--- config.mk ---
export PLATFORM = sky130hd
export DESIGN_NAME = rom_loader
export DESIGN_NICKNAME = d
export VERILOG_FILES = /design/src/rtl/rom_loader.sv
export SDC_FILE = /design/constraint.sdc
export NUM_CORES = 1
export LEC_CHECK = 0
export CELL_PAD_IN_SITES_DETAIL_PLACEMENT = 0
export CELL_PAD_IN_SITES_GLOBAL_PLACEMENT = 1
export CORE_UTILIZATION = 43
export CTS_CLUSTER_DIAMETER = 150
export CTS_CLUSTER_SIZE = 12
export DETAILED_ROUTE_END_ITERATION = 10
export PLACE_DENSITY = 0.86
export SLEW_MARGIN = 25
export SYNTH_ARGS = -nofsm -noshare
export SYNTH_HDL_FRONTEND = slang
export SYNTH_SLANG_ARGS = --single-unit
--- constraint.sdc ---
create_clock -name clk -period 3.19 [get_ports clk]
set_input_delay 0.638 -clock clk [delete_from_list [all_inputs] [get_ports clk]]
set_output_delay 0.638 -clock clk [all_outputs]
set_load 0.02 [all_outputs]
--- src/rtl/rom_loader.sv ---
// rom_loader: runtime instruction-memory writer.
//   It takes a byte stream over a valid/ready handshake and packs the bytes
//   little-endian into 32-bit words. It writes the words into the instruction
//   ROM write port, starting at address 0. The core is held in reset while the
//   load runs and is released once the image is complete.
// Ports:
//   clk, rst        clock, asynchronous active-low reset
//   start, load_len one-cycle load request and its word count (0..2^ADDR_W)
//   in_valid/in_ready/in_byte   byte stream handshake
//   rom_we/rom_waddr/rom_wdata  ROM write port, one write per word
//   core_rst_n      active-low reset to the core (high only when done)
//   busy, done      load in progress / image loaded
//   checksum        modulo-2^32 sum of words written in the current load
`timescale 1ns/1ps
module rom_loader #(
  parameter int ADDR_W = 12,
  parameter int DATA_W = 32
) (
  input  logic              clk,
  input  logic              rst,
  input  logic              start,
  input  logic [ADDR_W:0]   load_len,
  input  logic              in_valid,
  input  logic [7:0]        in_byte,
  output logic              in_ready,
  output logic              rom_we,
  output logic [ADDR_W-1:0] rom_waddr,
  output logic [DATA_W-1:0] rom_wdata,
  output logic              core_rst_n,
  output logic              busy,
  output logic              done,
  output logic [DATA_W-1:0] checksum
);

  localparam logic [1:0] S_IDLE  = 2'd0;
  localparam logic [1:0] S_RECV  = 2'd1;
  localparam logic [1:0] S_WRITE = 2'd2;
  localparam logic [1:0] S_DONE  = 2'd3;

  logic [1:0]        r_state;
  logic [ADDR_W:0]   r_len;
  logic [ADDR_W:0]   r_cnt;
  logic [1:0]        r_bidx;
  logic [23:0]       r_asm;
  logic [ADDR_W-1:0] r_waddr;
  logic [DATA_W-1:0] r_wdata;
  logic [DATA_W-1:0] r_cs;
  logic [ADDR_W:0]   w_cnt_next;

  // The counter is one bit wider than the address so a full-depth load
  // (2^ADDR_W words) terminates without the address ever wrapping.
  assign w_cnt_next = r_cnt + 1'b1;

  always_ff @(posedge clk or negedge rst) begin
    if (!rst) begin
      r_state <= S_IDLE;
      r_len   <= '0;
      r_cnt   <= '0;
      r_bidx  <= '0;
      r_asm   <= '0;
      r_waddr <= '0;
      r_wdata <= '0;
      r_cs    <= '0;
    end else begin
      case (r_state)
        S_IDLE, S_DONE: begin
          if (start) begin
            r_cnt  <= '0;
            r_bidx <= '0;
            r_cs   <= '0;
            if (load_len != '0) begin
              r_len   <= load_len;
              r_state <= S_RECV;
            end else begin
              r_state <= S_DONE;
            end
          end
        end
        S_RECV: begin
          if (in_valid) begin
            r_bidx <= r_bidx + 1'b1;
            case (r_bidx)
              2'd0: r_asm[7:0]   <= in_byte;
              2'd1: r_asm[15:8]  <= in_byte;
              2'd2: r_asm[23:16] <= in_byte;
              default: begin
                // The fourth byte goes straight into the write-data register,
                // so the word is presented during the WRITE cycle itself.
                r_wdata <= {in_byte, r_asm};
                r_waddr <= r_cnt[ADDR_W-1:0];
                r_state <= S_WRITE;
              end
            endcase
          end
        end
        S_WRITE: begin
          r_cs    <= r_cs + r_wdata;
          r_cnt   <= w_cnt_next;
          r_state <= (w_cnt_next == r_len) ? S_DONE : S_RECV;
        end
        default: r_state <= S_IDLE;
      endcase
    end
  end

  assign in_ready   = (r_state == S_RECV);
  assign rom_we     = (r_state == S_WRITE);
  assign busy       = (r_state == S_RECV) || (r_state == S_WRITE);
  assign done       = (r_state == S_DONE);
  assign core_rst_n = (r_state == S_DONE);
  assign rom_waddr  = r_waddr;
  assign rom_wdata  = r_wdata;
  assign checksum   = r_cs;

endmodule

==> results by group <==
Status
  • Result of the run: finished, final reports clean

Pwr
  • Register share of total power: 32.3%
  • Share of total power in combinational logic: around 45%
  • Leakage power: slightly below 4 nW
  • Clock network fraction of total power: 22.4%
  • Int Power: 5.25 mW
  • Power Dens Cells: 950 mW/mm2
  • Net switching power figure: between 3 and 4 mW
  • Switching power share of the total: 37.8%
  • Maximum vdd drop: between 0.5 and 0.6 mV

Logic synthesis
  • FF+latch count, synth: 130
  • Number of flops mapped to enable cells by yosys: 0
  • Synthesized Nets: about 700
  • Mux share of post-synthesis cell area: 13.4%
  • Share of the synthesized area in compound gates (AO/OA/AOI/OAI): between 10% and 20%
  • Synth cell types: between 50 and 60
  • Synth area leader: sky130_fd_sc_hd__dfrtp_1
  • Fraction of synthesis flops using an asynchronous set or reset pin: 100%
  • Post-synthesis instance area: 0.00696 mm2
  • Ys Warns: 0
  • Leading register cell type out of synthesis: sky130_fd_sc_hd__dfrtp_1
  • Post-Synthesis Mean Instance Area: between 10 and 15 um2
  • Area share of and/or/nand/nor cells after synthesis: 10.3%
  • Post-Synthesis Cells: approximately 650
  • Adder-cell area share of the yosys netlist: 7.48%
  • Largest cells by area after synthesis: sky130_fd_sc_hd__dfrtp_1 47%, sky130_fd_sc_hd__mux2_2 13%, sky130_fd_sc_hd__ha_1 7.2%
  • Dominant combinational cell family by area after synthesis: multiplexers
  • Area share of the leading cell type in the synthesized netlist: between 40% and 50%
  • Parity-gate share of the synthesized area counting xor and xnor cells: under 10%
  • Sequential element share of the synthesized area: 46.7%

Place
  • Number of I/O port buffers: 105
  • Placer Congestion: 0.885
  • Setup slack after placement: between 0.2 and 0.25 ns
  • DP Wirelength: 12,400 um

Run
  • Number of maximum-capacitance violations: 0

Clock network
  • Clock latency at the later pin of the worst-skew pair: 0.42 ns
  • Clock transition at the register clock pins on the worst setup and hold paths after CTS: 0.05 ns
  • Level count of the clock H-tree: 4
  • Post-cts repair resize count: 0
  • Num Clock Sinks: 130
  • Hold-fix buffers at CTS: 0
  • Clock Path Buffers: 2
  • Root Buffer: sky130_fd_sc_hd__clkbuf_16
  • TritonCTS clock tree: built
  • Clock buffers created by TritonCTS: 17
  • Buffers inserted during post-CTS setup optimization: 0

Critical path
  • Critical R2R Capture: checksum[28]
  • Crit path largest cell delay: between 0.4 and 0.5 ns
  • CP dominant cell by count: sky130_fd_sc_hd__o21ai_0
  • R2R setup slack: 0.29 ns
  • Startpoint of the most critical register-to-register path: rom_wdata[0]
  • List of cells traversed by the critical path: ha_1 -> inv_1 -> fa_1 -> nor2b_1 -> o21a_1 -> o21ai_0 -> a21oi_2 -> nor3_1 -> o21ai_2 -> a41oi_1 -> o41ai_1 -> xnor2_1 -> o21ai_0
  • Slowest cell on the critical path: sky130_fd_sc_hd__o41ai_1
  • Count of buffering cells on the critical path with inverters included: 1
  • Reg2reg path depth: 13
  • Critical path peak fanout: 3
  • Worst endpoint data arrival time: 3.19 ns
  • Sort of element at the end of the critical path: flop
  • Startpoint type of the worst setup path: flop
  • Required time at the worst-slack endpoint: 3.48 ns
  • Crit Path Category: reg -> reg
  • Cell family with most CP delay: compound AO/OA/AOI/OAI gates

Min path
  • Worst min-delay path category: in -> async

Global route
  • Initial antenna violation count: 0
  • Remaining global-route overflow: 0
  • Pin count of the biggest net entering global routing: 65
  • Total GRT Usage: 21.5%
  • Via count of the first global-routing pass: ~5,300
  • First-pass GRT wire length: 27,200 um

Finish
  • Antenna diode instance count: 0
  • Final net count: just over 800
  • Most frequent standard cell in the layout excluding fill and tap cells: sky130_fd_sc_hd__dfrtp_1
  • Leading cell types in the layout, fill and taps excluded: 130 x sky130_fd_sc_hd__dfrtp_1, 104 x sky130_fd_sc_hd__clkdlybuf4s50_1, 81 x sky130_fd_sc_hd__mux2_2
  • Fraction of layout cells with a size suffix above 1: 17.9%
  • Number of inserted filler cells in the final layout: 1,324
  • Total area of multi-input combinational cells: 0.00358 mm2
  • Growth of design area from synthesis to finish: 27.6%
  • Area taken by flip-flops and latches: 0.00325 mm2

STA
  • Max-slew headroom: between 60% and 70%
  • Pin slew with the least headroom to its limit: roughly 0.53 ns
  • Slew Viols, Final: 0
  • Count of final setup violators: 0
  • Tmin final: a little under 3 ns
  • Worst clock skew on the final layout: 0.00632 ns
  • Setup WS post-layout: 0.292 ns
  • Setup repair after global routing missed its margin: false
  • Achievable frequency: 345 MHz
  • Count of endpoints failing hold in the final timing report: 0
  • Worst hold slack across all endpoints: 0.196 ns
  • Final worst-path cycle share: 90.8%
  • Summed negative setup slack over all endpoints: 0 ns

Routing
  • Vias: about 5,300
  • Number of remaining DRC errors: 0
  • Detail Route Antenna Nets: 0
  • Drt wl/cell: 17.4 um
  • Iteration-0 DRC Markers: 246
  • Average via count per standard cell: 5.40
  • Final Routed Wirelength: 17,000 um
  • TritonRoute pass-1 iters: 4

Floorplan
  • Overall die height: 129 um
  • Top-level port count: 106
  • Die extent in x: 129 um
  • Starting utilization of the core area: 44.0%
  • Placeable core area: 0.0158 mm2
  • Number of cell rows: 46
  • Area of the die: about 0.017 mm2
cells in the mapped netlist, drive strengths merged (7+ instances only):
cell      n
nor2b     8
mux2     81
and3     11
xnor2    32
nand2    60
a21o     15
o21ai    69
nand4     7
nand3    14
dfrtp   130
clkbuf   24
inv      12
xor2     19
a21oi    34
nor2     20
ha       40
routing by layer:
layer,routed length (um),up-vias,GRT usage (%)
li1,-,2517,-
met1,7410,2615,26.7
met2,8530,138,36.8
met3,852,19,5.66
met4,216,0,6.23
met5,0,-,0
worst max path at each step:
stage	start	endpoint	slack [ns]	cells after the start
floorplan	checksum[0]	checksum[30]	0.50	13
global placement	rom_wdata[0]	checksum[26]	0.33	13
detailed placement	rom_wdata[0]	checksum[26]	0.23	13
CTS	rom_wdata[0]	checksum[26]	0.22	13
global route	rom_wdata[0]	checksum[30]	0.07	13
finish	rom_wdata[0]	checksum[28]	0.29	13
through the flow:
step | util, % | power, mW | instance area, um2 | instances
6_report | 56.1 | 8.44 | 8880 | 980
5_1_grt | 56.1 | 8.95 | 8880 | 980
4_1_cts | 56.1 | 8.49 | 8870 | 980
3_5_place_dp | 52.4 | 6.56 | 8290 | 948
3_3_place_gp | 52.4 | 6.46 | 8290 | 948
2_1_floorplan | - | 5.10 | 6960 | 645
cell families after synthesis:
kind of cell,after synthesis
DFF,130
adders and majority gates,41
buffers and inverters,39
muxes,83
xor gates and xnor gates,51
AOI/OAI and AO/OA,157
and+or+nand+nor,144
power groups by stage:
stage	clock network, mW	logic [mW]	registers, mW
finish	1.89	3.82	2.73
global route	2.00	4.15	2.79
CTS	1.93	3.83	2.73
detailed placement	0	3.81	2.75
global placement	0	3.74	2.72
floorplan	0	2.12	2.98
sequential cells by signal, indices dropped and copies added (netlist names):
register,count
r_asm,24
r_bidx,2
rom_waddr,12
r_state,2
r_len,13
checksum,32
rom_wdata,32
r_cnt,13
area by class of cell:
cell class              count  area share (%)
multi-input cells         476            40.3
flip-flops and latches    130            36.6
repair buffers            114            13.0
clock buffers              21            5.30
well taps                 216            3.04
clock inverters            11            1.24
inverters                  12           0.507
(Power assumes the default switching activity.)
